`config.mk`:
```
export PLATFORM = sky130hd
export DESIGN_NAME = sha3_scan_result_serializer_flat
export DESIGN_NICKNAME = d
export VERILOG_FILES = /design/src/rtl/sha3_scan_result_serializer_pkg.sv /design/src/rtl/sha3_scan_result_serializer_if.sv /design/src/rtl/sha3_scan_result_serializer_ring.sv /design/src/rtl/sha3_scan_result_serializer.sv /design/src/flat_wrapper.sv
export SDC_FILE = /design/constraint.sdc
export NUM_CORES = 1
export LEC_CHECK = 0
export BUFFER_PORTS_ARGS = -buffer_cell sky130_fd_sc_hd__buf_2
export CAP_MARGIN = 25
export CELL_PAD_IN_SITES_DETAIL_PLACEMENT = 1
export CELL_PAD_IN_SITES_GLOBAL_PLACEMENT = 2
export CORE_MARGIN = 2
export CORE_UTILIZATION = 35
export DETAILED_ROUTE_END_ITERATION = 8
export MAX_ROUTING_LAYER = met4
export PLACE_DENSITY_LB_ADDON = 0.1
export SYNTH_ARGS = -nofsm -noshare
export SYNTH_HDL_FRONTEND = slang
export SYNTH_HIERARCHICAL = 1
export SYNTH_SLANG_ARGS = --single-unit
```
`constraint.sdc`:
```
create_clock -name clk -period 13.3 [get_ports clk]
set_clock_uncertainty 0.1 [all_clocks]
set_input_delay 1.995 -clock clk [delete_from_list [all_inputs] [get_ports clk]]
set_output_delay 1.995 -clock clk [all_outputs]
set_load 0.1 [all_outputs]
```
`src/rtl/sha3_scan_result_serializer_pkg.sv`:
```
// Shared types and helpers for the scan-result serializer: result record,
// packet length and the word-select function used by the output mux.
package sha3_scan_pkg;

  localparam int WORDS_PER_RESULT = 9;
  localparam int IDX_W            = 4;

  typedef struct packed {
    logic [31:0]  nonce;
    logic [255:0] hash;
  } scan_result_t;

  typedef enum logic {S_IDLE, S_SEND} ser_state_t;

  // Word 0 is the nonce; words 1..8 walk the digest from bit 0 upward.
  function automatic logic [31:0] result_word(scan_result_t r, logic [IDX_W-1:0] idx);
    logic [7:0][31:0] lanes;
    lanes = r.hash;
    if (idx == '0) return r.nonce;
    return lanes[3'(idx - 1'b1)];
  endfunction

endpackage

```
`src/rtl/sha3_scan_result_serializer_if.sv`:
```
// Scanner result bus plus host word stream, bundled for the serializer.
interface sha3_scan_result_serializer_if;
  logic         in_valid;
  logic [31:0]  in_nonce;
  logic [255:0] in_hash;
  logic         out_valid;
  logic         out_ready;
  logic [31:0]  out_data;
  logic         out_last;

  modport slave  (input  in_valid, in_nonce, in_hash, out_ready,
                  output out_valid, out_data, out_last);
  modport master (output in_valid, in_nonce, in_hash, out_ready,
                  input  out_valid, out_data, out_last);
endinterface

```
`src/rtl/sha3_scan_result_serializer_ring.sv`:
```
// Circular result buffer: one write port, one async read of the head entry.
// Pointers carry an extra wrap bit so full and empty are distinguishable.
module sha3_result_ring
  import sha3_scan_pkg::*;
#(
  parameter int DEPTH = 4
) (
  input  logic                     clk,
  input  logic                     rst,
  input  logic                     wr_en,
  input  scan_result_t             wr_data,
  input  logic                     rd_en,
  output scan_result_t             rd_data,
  output logic                     full,
  output logic                     empty,
  output logic [$clog2(DEPTH):0]   level
);
  localparam int AW = $clog2(DEPTH);

  scan_result_t mem [DEPTH];
  logic [AW:0]  wp, rp;

  always_ff @(posedge clk or posedge rst) begin
    if (rst) begin
      wp <= '0;
      rp <= '0;
    end else begin
      if (wr_en) wp <= wp + 1'b1;
      if (rd_en) rp <= rp + 1'b1;
    end
  end

  // When full with a same-cycle pop, wp aliases the head slot; the head is
  // consumed on this edge, so overwriting it is safe.
  always_ff @(posedge clk) begin
    if (wr_en) mem[wp[AW-1:0]] <= wr_data;
  end

  assign rd_data = mem[rp[AW-1:0]];
  assign empty   = (wp == rp);
  assign full    = (wp[AW] != rp[AW]) && (wp[AW-1:0] == rp[AW-1:0]);
  assign level   = wp - rp;

endmodule

```
`src/rtl/sha3_scan_result_serializer.sv`:
```
// Captures scanner results without back-pressure and streams each as nine
// 32-bit words; overflowing results are dropped and counted.
module sha3_scan_result_serializer
  import sha3_scan_pkg::*;
#(
  parameter int DEPTH  = 4,
  parameter int DROP_W = 16
) (
  input  logic                       clk,
  input  logic                       rst,
  sha3_scan_result_serializer_if.slave bus,
  input  logic                       clr_overflow,
  output logic [$clog2(DEPTH):0]     level,
  output logic [DROP_W-1:0]          dropped,
  output logic                       overflow
);
  localparam int LW = $clog2(DEPTH) + 1;
  localparam logic [IDX_W-1:0] IDX_LAST = IDX_W'(WORDS_PER_RESULT - 1);

  ser_state_t       state_q, state_d;
  logic [IDX_W-1:0] idx_q, idx_d;
  scan_result_t     head, wr_data;
  logic             full, empty, valid, hs, pop, push, drop;

  assign wr_data = '{nonce: bus.in_nonce, hash: bus.in_hash};
  assign hs      = valid & bus.out_ready;
  assign pop     = hs & (idx_q == IDX_LAST);
  // A full buffer still accepts when the head's last word leaves this cycle.
  assign push    = bus.in_valid & (~full | pop);
  assign drop    = bus.in_valid & full & ~pop;

  sha3_result_ring #(.DEPTH(DEPTH)) u_ring (
    .clk     (clk),
    .rst     (rst),
    .wr_en   (push),
    .wr_data (wr_data),
    .rd_en   (pop),
    .rd_data (head),
    .full    (full),
    .empty   (empty),
    .level   (level)
  );

  always_ff @(posedge clk or posedge rst) begin
    if (rst) begin
      state_q <= S_IDLE;
      idx_q   <= '0;
    end else begin
      state_q <= state_d;
      idx_q   <= idx_d;
    end
  end

  always_comb begin
    state_d = state_q;
    idx_d   = idx_q;
    valid   = 1'b0;
    case (state_q)
      S_IDLE: begin
        if (push || !empty) state_d = S_SEND;
      end
      S_SEND: begin
        valid = 1'b1;
        if (hs) begin
          if (idx_q == IDX_LAST) begin
            idx_d = '0;
            if (level == LW'(1) && !push) state_d = S_IDLE;
          end else begin
            idx_d = idx_q + 1'b1;
          end
        end
      end
      default: state_d = S_IDLE;
    endcase
  end

  assign bus.out_valid = valid;
  assign bus.out_data  = valid ? result_word(head, idx_q) : 32'h0;
  assign bus.out_last  = valid && (idx_q == IDX_LAST);

  // A drop outranks a same-cycle clear, so the counter restarts at one.
  always_ff @(posedge clk or posedge rst) begin
    if (rst) begin
      dropped  <= '0;
      overflow <= 1'b0;
    end else if (drop) begin
      overflow <= 1'b1;
      if (clr_overflow)        dropped <= DROP_W'(1);
      else if (dropped != '1)  dropped <= dropped + DROP_W'(1);
    end else if (clr_overflow) begin
      dropped  <= '0;
      overflow <= 1'b0;
    end
  end

endmodule

```
`src/flat_wrapper.sv`:
```
// flat-port wrapper written by rule: the top's interface ports become plain ports
module sha3_scan_result_serializer_flat import sha3_scan_pkg::*;
#(
  parameter int DEPTH  = 4,
  parameter int DROP_W = 16
)
  (clk, rst, clr_overflow, level, dropped, overflow, bus_in_valid, bus_in_nonce, bus_in_hash, bus_out_ready, bus_out_valid, bus_out_data, bus_out_last);
  sha3_scan_result_serializer_if bus_i ();
  input  logic clk;
  input  logic rst;
  input  logic clr_overflow;
  output logic [$clog2(DEPTH):0] level;
  output logic [DROP_W-1:0] dropped;
  output logic overflow;
  input wire logic [$bits(bus_i.in_valid)-1:0] bus_in_valid;
  input wire logic [$bits(bus_i.in_nonce)-1:0] bus_in_nonce;
  input wire logic [$bits(bus_i.in_hash)-1:0] bus_in_hash;
  input wire logic [$bits(bus_i.out_ready)-1:0] bus_out_ready;
  output wire logic [$bits(bus_i.out_valid)-1:0] bus_out_valid;
  output wire logic [$bits(bus_i.out_data)-1:0] bus_out_data;
  output wire logic [$bits(bus_i.out_last)-1:0] bus_out_last;
  assign bus_i.in_valid = bus_in_valid;
  assign bus_i.in_nonce = bus_in_nonce;
  assign bus_i.in_hash = bus_in_hash;
  assign bus_i.out_ready = bus_out_ready;
  assign bus_out_valid = bus_i.out_valid;
  assign bus_out_data = bus_i.out_data;
  assign bus_out_last = bus_i.out_last;
  sha3_scan_result_serializer #(.DEPTH(DEPTH), .DROP_W(DROP_W)) u_core (.clk(clk), .rst(rst), .bus(bus_i), .clr_overflow(clr_overflow), .level(level), .dropped(dropped), .overflow(overflow));
endmodule
```
# Yosys cells after proc, flatten, opt, wreduce, memory -nomap -nowiden
# Memories as Yosys holds them, arrays and structs flattened.
# Cells that the tools add are included.
# word_totals
reg_bits,28
mem_count,1
input_bits,293
ramBits,1152
# op_classes
n_bitwise,9
n_lt_le_gt_ge,1
n_reduce_logical,11
n_addsub,6
n_mux,21
eq_ne,6
# mem_list
name,words,word_bits,rd,rd_ports_with_merged_regs,wr,line_no,rtl
u_core.u_ring.mem,4,288,1,0,1,sha3_scan_result_serializer_ring.sv:20,scan_result_t mem [DEPTH];
# op_table
op,count
32-bit two-way mux,4
32-bit binary-select mux with 3-bit select,1
16-bit two-way mux,4
"16-bit by 1-bit adder with 16-bit output, second input constant",1
"16-bit != test, second input constant",1
1-bit two-way mux,10
"3-bit by 1-bit adder with 3-bit output, second input constant",2
1-bit AND,5
"4-bit by 1-bit adder with 4-bit output, second input constant",1
"4-bit equality test, second input constant",1
4-bit zero test,1
"3-bit by 4-bit < comparator with 1-bit output, second input constant",1
4-bit two-way mux,1
2-bit AND reduction,2
2-bit nonzero test,2
"3-bit by 1-bit equality test with 1-bit output, second input constant",1
3-bit equality test,1
1-bit logical AND,3
1-bit NOT,3
"3-bit by 1-bit subtractor with 3-bit output, second input constant",1
3-bit subtractor,1
2-bit equality test,1
1-bit zero test,2
1-bit case mux with 2 select lines,1
other kinds (3),3

# Depth between registers and ports, before layout
# Gate-level depths: netlist of the first run.
# depth
word_depth,11
depth_mapped,12
mapped_depth_nobuf,8

# Cells and area by module
# Netlist of the first run, hierarchy kept.
# modules_own_cells
module,area_each_um2,instances,cells_each
sha3_result_ring,41937.7,1,1542
sha3_scan_result_serializer,3721.1,1,366

# Worst setup path after synthesis of the first run
# Ideal clock, no wire load.
# synth_timing
kind,input to register
startpoint,input bus_out_ready
endpoint,memory u_core/u_ring/mem[3][0] (netlist name) (enable)
setup_ns,0.686
t_required_ns,12.514
path_slack_ns,2.895
stages,5
n_path_buf,1
arrival_ns,9.619
path_cell_list,and2_1 clkbuf_1 nand2_1 a21boi_0 and2_1
# synth_via
elab_chain_len,6
# synth_rtl
item,line_no,rtl
from (decl),flat_wrapper.sv:18,input wire logic [$bits(bus_i.out_ready)-1:0] bus_out_ready;
1-bit AND,sha3_scan_result_serializer.sv:26,assign hs = valid & bus.out_ready;
1-bit AND,sha3_scan_result_serializer.sv:27,assign pop = hs & (idx_q == IDX_LAST);
1-bit OR,sha3_scan_result_serializer.sv:29,assign push = bus.in_valid & (~full | pop);
1-bit AND,sha3_scan_result_serializer.sv:29,
net u_core.push,sha3_scan_result_serializer.sv:23,"logic full, empty, valid, hs, pop, push, drop;"
1-bit two-way mux,sha3_scan_result_serializer_ring.sv:36,if (wr_en) mem[wp[AW-1:0]] <= wr_data;
1-bit two-way mux (not written as such),sha3_scan_result_serializer_ring.sv:36,
to (decl),sha3_scan_result_serializer_ring.sv:20,
# The timed path passes the listed nets, and every way through them passes these cells.

# Worst setup path in the final report of the first run
# layout_timing
startpoint,register u_core.idx_q[0]
endpoint,output bus_out_data[23]
# layout_via
elab_chain_len,5
elab_cells_between_ends,7
# layout_rtl
item,line_no,rtl
from (decl),sha3_scan_result_serializer.sv:21,"logic [IDX_W-1:0] idx_q, idx_d;"
from (signal assigned),sha3_scan_result_serializer.sv:50,idx_q <= idx_d;
3-bit by 1-bit subtractor with 3-bit output,sha3_scan_result_serializer_pkg.sv:20,return lanes[3'(idx - 1'b1)];
32-bit binary-select mux with 3-bit select,sha3_scan_result_serializer_pkg.sv:20,
32-bit two-way mux (not written as such),sha3_scan_result_serializer_pkg.sv:20,
32-bit two-way mux *,sha3_scan_result_serializer_pkg.sv:20,
32-bit two-way mux *,sha3_scan_result_serializer.sv:78,"assign bus.out_data = valid ? result_word(head, idx_q) : 32'h0;"
to (decl),flat_wrapper.sv:20,output wire logic [$bits(bus_i.out_data)-1:0] bus_out_data;
# Every way passes the cells marked *; elsewhere a longest branch is shown, timed or not. The select of a mux whose other input is x is not followed.

==> results of run 1 <==
## worst reg2reg max path, cell delays in order, from the launching register on
cell	delay, ns
dfrtp_2	0.34
buf_4	0.56
and2_1	0.47
nand2_1	0.15
a21boi_0	0.72
and2_4	0.88
buf_4	0.86
buf_12	0.77
## worst max-delay path by stage
stage                                         endpoint  slack (ns)
finish                                bus_out_data[23]        6.16
global route                          bus_out_data[23]        5.90
detailed placement  u_core/u_ring/mem[0][33]$_DFFE_PP_        6.57
CTS                                   bus_out_data[26]        5.99
floorplan            u_core/u_ring/mem[3][0]$_DFFE_PP_        2.89
global placement    u_core/u_ring/mem[0][33]$_DFFE_PP_        6.63
## logic make-up (layout without fill, tap and decap cells)
logic type / Yosys count / count (layout) / synth area share (%)
flip-flops: 1180 / 1180 / 77.3
multiplexers: 384 / 384 / 17.2
AO/OA/AOI/OAI: 144 / 144 / 2.63
buffers and inverters: 115 / 629 / 1.62
AND/OR/NAND/NOR: 66 / 66 / 0.797
adder cells (fa/ha/maj): 11 / 11 / 0.318
XOR/XNOR: 8 / 8 / 0.153
other: 0 / 54 / 0
## through the flow
step | hold slack (ns) | instances | cell area [µm²] | util [%]
floorplan | 0.360 | 1908 | 45700 | -
global placement | 0.376 | 3927 | 49300 | 38.0
detailed placement | 0.376 | 3928 | 49300 | 38.1
CTS | 0.388 | 4162 | 53600 | 41.4
global route | 0.415 | 4213 | 53800 | 41.5
finish | 0.380 | 4218 | 53800 | 41.5
## final cells by class
class / count / area (µm²)
timing repair buffer: 380 / 2130
fill: 12100 / 75700
sequential: 1180 / 35300
tap: 1742 / 2180
inverter: 15 / 56.3
clock inverter: 67 / 726
antenna: 54 / 135
clock buffer: 167 / 3580
multi-input combinational: 613 / 9670
## where the power goes
| group | internal, W | switching [W] | total [W] |
|---|---|---|---|
| clock network | 0.00218 | 0.00146 | 0.00364 |
| registers | 0.00496 | 0.000212 | 0.00518 |
| logic | 0.00173 | 0.00360 | 0.00533 |
| total | 0.00887 | 0.00527 | 0.0141 |
## layer usage
layer / GRT usage, % / vias up / routed length (µm)
li1: - / 9159 / -
met1: 23.6 / 11400 / 50700
met5: - / - / 0
met3: 6.32 / 193 / 9130
met4: 5.24 / 0 / 2430
met2: 26.8 / 553 / 54000
## placed cells by master (no fill, tap or decap), types with 3 or more instances in the layout
cell type / count
a21o_1: 3
a21oi_1: 6
a221oi_2: 30
a22o_1: 3
a31oi_1: 10
and2_1: 3
and2_4: 4
and3_1: 4
buf_12: 8
buf_2: 346
buf_4: 24
bufinv_16: 14
clkbuf_1: 28
clkbuf_16: 139
clkinv_1: 26
clkinv_2: 14
dfrtp_1: 24
dfrtp_4: 3
diode_2: 54
edfxtp_1: 1152
ha_1: 10
inv_1: 15
inv_6: 8
mux2i_1: 64
mux4_2: 320
nand2_1: 18
nand3_1: 7
nand4_1: 4
nor2_1: 5
nor3_1: 3
o211ai_1: 3
o21a_1: 32
o21ai_0: 42
xnor2_1: 3
xor2_1: 4
## cells in the mapped netlist, types with 2 or more instances
| library cell | number | area share [%] |
|---|---|---|
| a21oi_1 | 6 | 0.066 |
| o211ai_1 | 3 | 0.049 |
| edfxtp_1 | 1152 | 76 |
| nand2_1 | 18 | 0.15 |
| a41oi_1 | 2 | 0.038 |
| nand3_1 | 7 | 0.077 |
| xnor2_1 | 3 | 0.058 |
| nor3_1 | 3 | 0.033 |
| a221oi_2 | 30 | 0.99 |
| and2_1 | 7 | 0.096 |
| a21o_1 | 3 | 0.049 |
| buf_1 | 5 | 0.041 |
| nor2b_1 | 2 | 0.027 |
| nor2_1 | 5 | 0.041 |
| o21ai_0 | 42 | 0.46 |
| dfrtp_1 | 28 | 1.5 |
| a22o_1 | 3 | 0.058 |
| mux2i_1 | 64 | 1.4 |
| ha_1 | 10 | 0.27 |
| a31oi_1 | 10 | 0.14 |
| buf_2 | 38 | 0.42 |
| mux4_2 | 320 | 16 |
| buf_6 | 34 | 0.84 |
| clkbuf_1 | 22 | 0.18 |
| a32o_1 | 2 | 0.044 |
| inv_1 | 15 | 0.12 |
| nand4_1 | 4 | 0.055 |
| xor2_1 | 5 | 0.096 |
| and3_1 | 6 | 0.082 |
| nand3b_1 | 2 | 0.033 |
| o21a_1 | 32 | 0.53 |
| a221oi_1 | 2 | 0.038 |
| nand2b_1 | 3 | 0.041 |
## registers in the layout (all words and copies together) (netlist names)
register,count
u_core/u_ring/wp,3
u_core/dropped,16
u_core/u_ring/mem,1152
u_core/state_q,1
u_core/idx_q,4
u_core/u_ring/rp,3
u_core/overflow,1
==> flow_metrics.env, run 1 <==
export IMPL_status="finished, final reports clean"
export IMPL_detailed_place_hpwl_um=69500
export IMPL_core_area_um2=129000
export IMPL_finalNetCount=2627
export IMPL_slowest_stage="buf_4"
export IMPL_grt_overflow_total=0
export IMPL_ys_warn_count=6
export IMPL_initial_core_util_pct=35.3
export IMPL_grt_util_all_layers_pct=18.1
export IMPL_drc=0
export IMPL_hold_class="flip-flop to flip-flop"
export IMPL_grt_pass1_vias=23100
export IMPL_clock_sinks=1180
export IMPL_synth_top_flop_cell="edfxtp_1"
export IMPL_antenna_found_initial=95
export IMPL_place_ws_ns=6.57
export IMPL_cts_buffers=133
export IMPL_maxCapViolations=0
export IMPL_die_x_um=365
export IMPL_reg2reg_depth=7
export IMPL_async_reset_ff_share_pct=2.37
export IMPL_whs_path_depth=1
export IMPL_min_period_ns=7.14
export IMPL_dieArea_um2=133000
export IMPL_clk_path_buf_depth=3
export IMPL_hold_violations=0
export IMPL_cp_required_ns=11.20
export IMPL_tns_ns=0
export IMPL_synthToLayoutAreaGrowth_pct=17.8
export IMPL_critPathKind="flip-flop to primary output"
export IMPL_critPathTopFamily="buffers and inverters"
export IMPL_crit_chain="inv_1 -> ha_1 -> xor2_4 -> buf_4 -> buf_4 -> mux2i_1 -> a221oi_2 -> o21a_1 -> buf_2"
export IMPL_endpoint_kind="primary output"
export IMPL_drtPass1Iterations=5
export IMPL_worst_path_max_fanout=36
export IMPL_drt_iter0_markers=1447
export IMPL_r2r_end="u_core/u_ring/mem[0][265]$_DFFE_PP_"
export IMPL_finalMaxSlewViolations=0
export IMPL_start_kind="flip-flop"
export IMPL_rows=132
export IMPL_portBuffers=346
export IMPL_layout_drive_gt1_share_pct=38.3
export IMPL_startpoint="u_core/idx_q[0]$_DFFE_PP0P_"
export IMPL_timing_fmax_mhz=140
export IMPL_synth_cells=1908
export IMPL_wire_per_inst_um=27.6
export IMPL_cts_root_buffer="clkbuf_16"
export IMPL_relSlewSlack_pct=32.0
export IMPL_clk_latency_ns=0.75
export IMPL_wl_um=116000
export IMPL_path_clk_slew_ns=0.06
export IMPL_period_share_pct=53.7
export IMPL_grt_max_degree=132
export IMPL_cp_num_buf_inv=4
export IMPL_whs_endpoint="u_core/u_ring/wp[2]$_DFFE_PP0P_"
export IMPL_cts_tree="built"
export IMPL_syn_area_um2=45700
export IMPL_r2r_start="u_core/state_q$_DFF_PP0_"
export IMPL_ant_nets=0
export IMPL_tightest_slew_ns=1.02
export IMPL_cpMostUsedCell="buf_4"
export IMPL_totalPowerFinal_w=0.0141
export IMPL_post_cts_resized=0
export IMPL_slowest_delay_ns=0.81
export IMPL_synth_cell_types=53
export IMPL_rsz0062_at_grt="false"
export IMPL_p_leak_nw=17.6
export IMPL_synth_fp_nets=2212
export IMPL_fp_dieH_um=365
export IMPL_via_per_inst=5.05
export IMPL_r2r_slack_ns=7.85
export IMPL_htree_levels=4
export IMPL_gp_congestion=0.727
export IMPL_synth_edf_count=1152
export IMPL_syn_area_per_cell_um2=23.9
export IMPL_arrival_ns=5.05
export IMPL_vias=21300
export IMPL_ir_drop_mv=0.236
export IMPL_cts_hold_fix_buffers=0
export IMPL_ys_ff_latch=1180
export IMPL_worstHoldStart="u_core/u_ring/wp[2]$_DFFE_PP0P_"
export IMPL_cts_setup_buffers=0
export IMPL_cp_depth=9
export IMPL_p_per_area_nw_per_um2=263
export IMPL_io_pin_count=347
export IMPL_final_setup_viol_count=0
export IMPL_fin_ws_ns=6.16
export IMPL_grt_pass1_wl_um=167000
export IMPL_ys_seq_area_share_pct=77.3
No activity file was read; power rests on OpenSTA's default activity.
==> inputs of run 2 (changes only) <==
==> constraint.sdc (replaced) <==
create_clock -name clk -period 5.9 [get_ports clk]
set_clock_uncertainty 0.1 [all_clocks]
set_input_delay 0.885 -clock clk [delete_from_list [all_inputs] [get_ports clk]]
set_output_delay 0.885 -clock clk [all_outputs]
set_load 0.1 [all_outputs]
==> run 2 against run 1 <==
  * Register-to-register slack got worse by 6.3 ns
  * Design area increased by 0.53%
  * Hold slack got worse by 0.12 ns
  * Largest cell class unchanged
  * Count of clock-buffer cells in the layout rose by 11
  * Core utilization is 0.22 points higher
  * Highest routed layer unchanged
  * Critical path type unchanged
==> flow_metrics.env, run 2 (synthesis gave the netlist of run 1 again) <==
export IMPL_status="finished, final reports clean"
export IMPL_fin_area_um2=54100
export IMPL_via_per_inst=5.11
export IMPL_layout_drive_gt1_share_pct=38.6
export IMPL_largest_reg_flops=1152
export IMPL_tightest_slew_ns=0.950
export IMPL_post_cts_resized=0
export IMPL_crit_chain="inv_1 -> ha_1 -> or3b_4 -> and3_4 -> a221oi_2 -> o21a_1 -> buf_2"
export IMPL_relSlewSlack_pct=36.1
export IMPL_whs_path_depth=1
export IMPL_dr_wl_met3_um=8180
export IMPL_r2r_slack_ns=1.55
export IMPL_finalMaxSlewViolations=0
export IMPL_gp_congestion=0.744
export IMPL_dr_wl_met2_um=54500
export IMPL_vias=21600
export IMPL_wl_um=118000
export IMPL_start_kind="flip-flop"
export IMPL_final_common_cell="edfxtp_1"
export IMPL_cp_required_ns=4.91
export IMPL_maxCapViolations=0
export IMPL_r2r_start="u_core/idx_q[0]$_DFFE_PP0P_"
export IMPL_holdWs_ns=0.256
export IMPL_clk_path_buf_depth=3
export IMPL_cts_tree="built"
export IMPL_worstHoldStart="bus_in_hash[196]"
export IMPL_slowest_delay_ns=0.69
export IMPL_rsz0062_at_grt="false"
export IMPL_path_clk_slew_ns=0.06
export IMPL_worst_path_max_fanout=35
export IMPL_portBuffers=346
export IMPL_grt_max_degree=75
export IMPL_ir_drop_mv=0.885
export IMPL_finalNetCount=2657
export IMPL_dr_max_layer_used="met4"
export IMPL_fp_dieH_um=365
export IMPL_clock_sinks=1180
export IMPL_htree_levels=4
export IMPL_period_share_pct=92.5
export IMPL_io_pin_count=347
export IMPL_reg2reg_depth=7
export IMPL_final_core_util_pct=41.8
export IMPL_endpoint_kind="primary output"
export IMPL_initial_core_util_pct=35.3
export IMPL_core_area_um2=129000
export IMPL_hold_violations=0
export IMPL_critPathKind="flip-flop to primary output"
export IMPL_totalPowerFinal_w=0.0320
export IMPL_drt_iter0_markers=1684
export IMPL_die_x_um=365
export IMPL_wire_per_inst_um=28.0
export IMPL_drtPass1Iterations=5
export IMPL_synthToLayoutAreaGrowth_pct=18.4
export IMPL_hold_class="input port to flip-flop"
export IMPL_detailed_place_hpwl_um=74800
export IMPL_drc=0
export IMPL_tns_ns=0
export IMPL_grt_pass1_wl_um=170000
export IMPL_grt_pass1_vias=23500
export IMPL_rows=132
export IMPL_ant_nets=0
export IMPL_met1Wirelength_um=53400
export IMPL_cts_root_buffer="clkbuf_16"
export IMPL_min_period_ns=5.46
export IMPL_dieArea_um2=133000
export IMPL_cts_buffers=135
export IMPL_r2r_end="u_core/u_ring/mem[1][168]$_DFFE_PP_"
export IMPL_place_area_um2=49800
export IMPL_clk_latency_ns=0.74
export IMPL_antenna_found_initial=69
export IMPL_final_setup_viol_count=0
export IMPL_whs_endpoint="u_core/u_ring/mem[2][196]$_DFFE_PP_"
export IMPL_slowest_stage="or3b_4"
export IMPL_grt_overflow_total=0
export IMPL_cp_num_buf_inv=2
export IMPL_grt_util_all_layers_pct=18.5
export IMPL_p_per_area_nw_per_um2=592
export IMPL_timing_fmax_mhz=183
export IMPL_critPathTopFamily="simple AND/OR/NAND/NOR gates"
export IMPL_mostFrequentLayoutCells="edfxtp_1 (1,152), buf_2 (346), mux4_2 (320), clkbuf_16 (140), mux2i_1 (64)"
export IMPL_arrival_ns=4.47
export IMPL_p_leak_nw=17.7
run 2: cell types whose count changed in the layout (fill, tap and decap cells not counted), moves of 2 or more:
cell       previous run  this run
diode_2              54        27
buf_12                8        34
clkbuf_1             28        38
bufinv_16            14         5
clkinv_1             26        30
clkinv_4              0         3
buf_4                24        26
run 2: area by class of cell:
cell class / instances / area, µm²
tap: 1742 / 2180
clock inverter: 65 / 495
timing repair buffer: 408 / 2650
inverter: 15 / 56.3
antenna: 27 / 67.6
fill: 12100 / 75400
clock buffer: 178 / 3650
multi-input combinational: 613 / 9670
sequential: 1180 / 35300
run 2: stage by stage:
| stage | std cells | setup slack, ns |
|---|---|---|
| 2_1_floorplan | 1908 | -0.397 |
| 3_3_place_gp | 3955 | 1.26 |
| 3_5_place_dp | 3957 | 1.16 |
| 4_1_cts | 4201 | 0.319 |
| 5_1_grt | 4226 | 0.305 |
| 6_report | 4228 | 0.441 |
run 2: worst max path at each step:
stage,startpoint,to,slack [ns],cells past startpoint
global placement,u_core/idx_q[0]$_DFFE_PP0P_,bus_out_data[17],1.26,7
finish,u_core/idx_q[0]$_DFFE_PP0P_,bus_out_data[17],0.44,7
detailed placement,u_core/idx_q[0]$_DFFE_PP0P_,bus_out_data[17],1.16,7
CTS,u_core/idx_q[0]$_DFFE_PP0P_,bus_out_data[17],0.32,7
floorplan,u_core/state_q$_DFF_PP0_,u_core/u_ring/mem[3][0]$_DFFE_PP_,-0.40,5
global route,u_core/idx_q[0]$_DFFE_PP0P_,bus_out_data[17],0.31,7
run 2: repair_timing:
action,in CTS,in global routing
endpoints found under the setup margin,0,0
hold endpoints to repair,6,0
buffers inserted,0,0
hold buffers,1,0
run 2: where the power goes:
group | leakage (nW) | switching (W) | internal [W]
Sequential | 10.9 | 0.000505 | 0.0112
Combinational | 4.81 | 0.00836 | 0.00416
Clock | 2.01 | 0.00327 | 0.00457
Total | 17.7 | 0.0121 | 0.0199
run 2: layer usage:
metal	vias up	global-route usage [%]
li1	9179	-
met1	11600	25.4
met2	661	27.4
met3	200	5.03
met4	0	4.42
met5	-	-
run 2: worst reg2reg max path, stage by stage (launching register included):
cell      delay, ns
dfrtp_4        0.58
inv_1          0.17
ha_1           0.37
and3b_1        0.47
nand2_1        0.17
a21boi_0       0.79
and2_4         0.75
buf_4          0.56
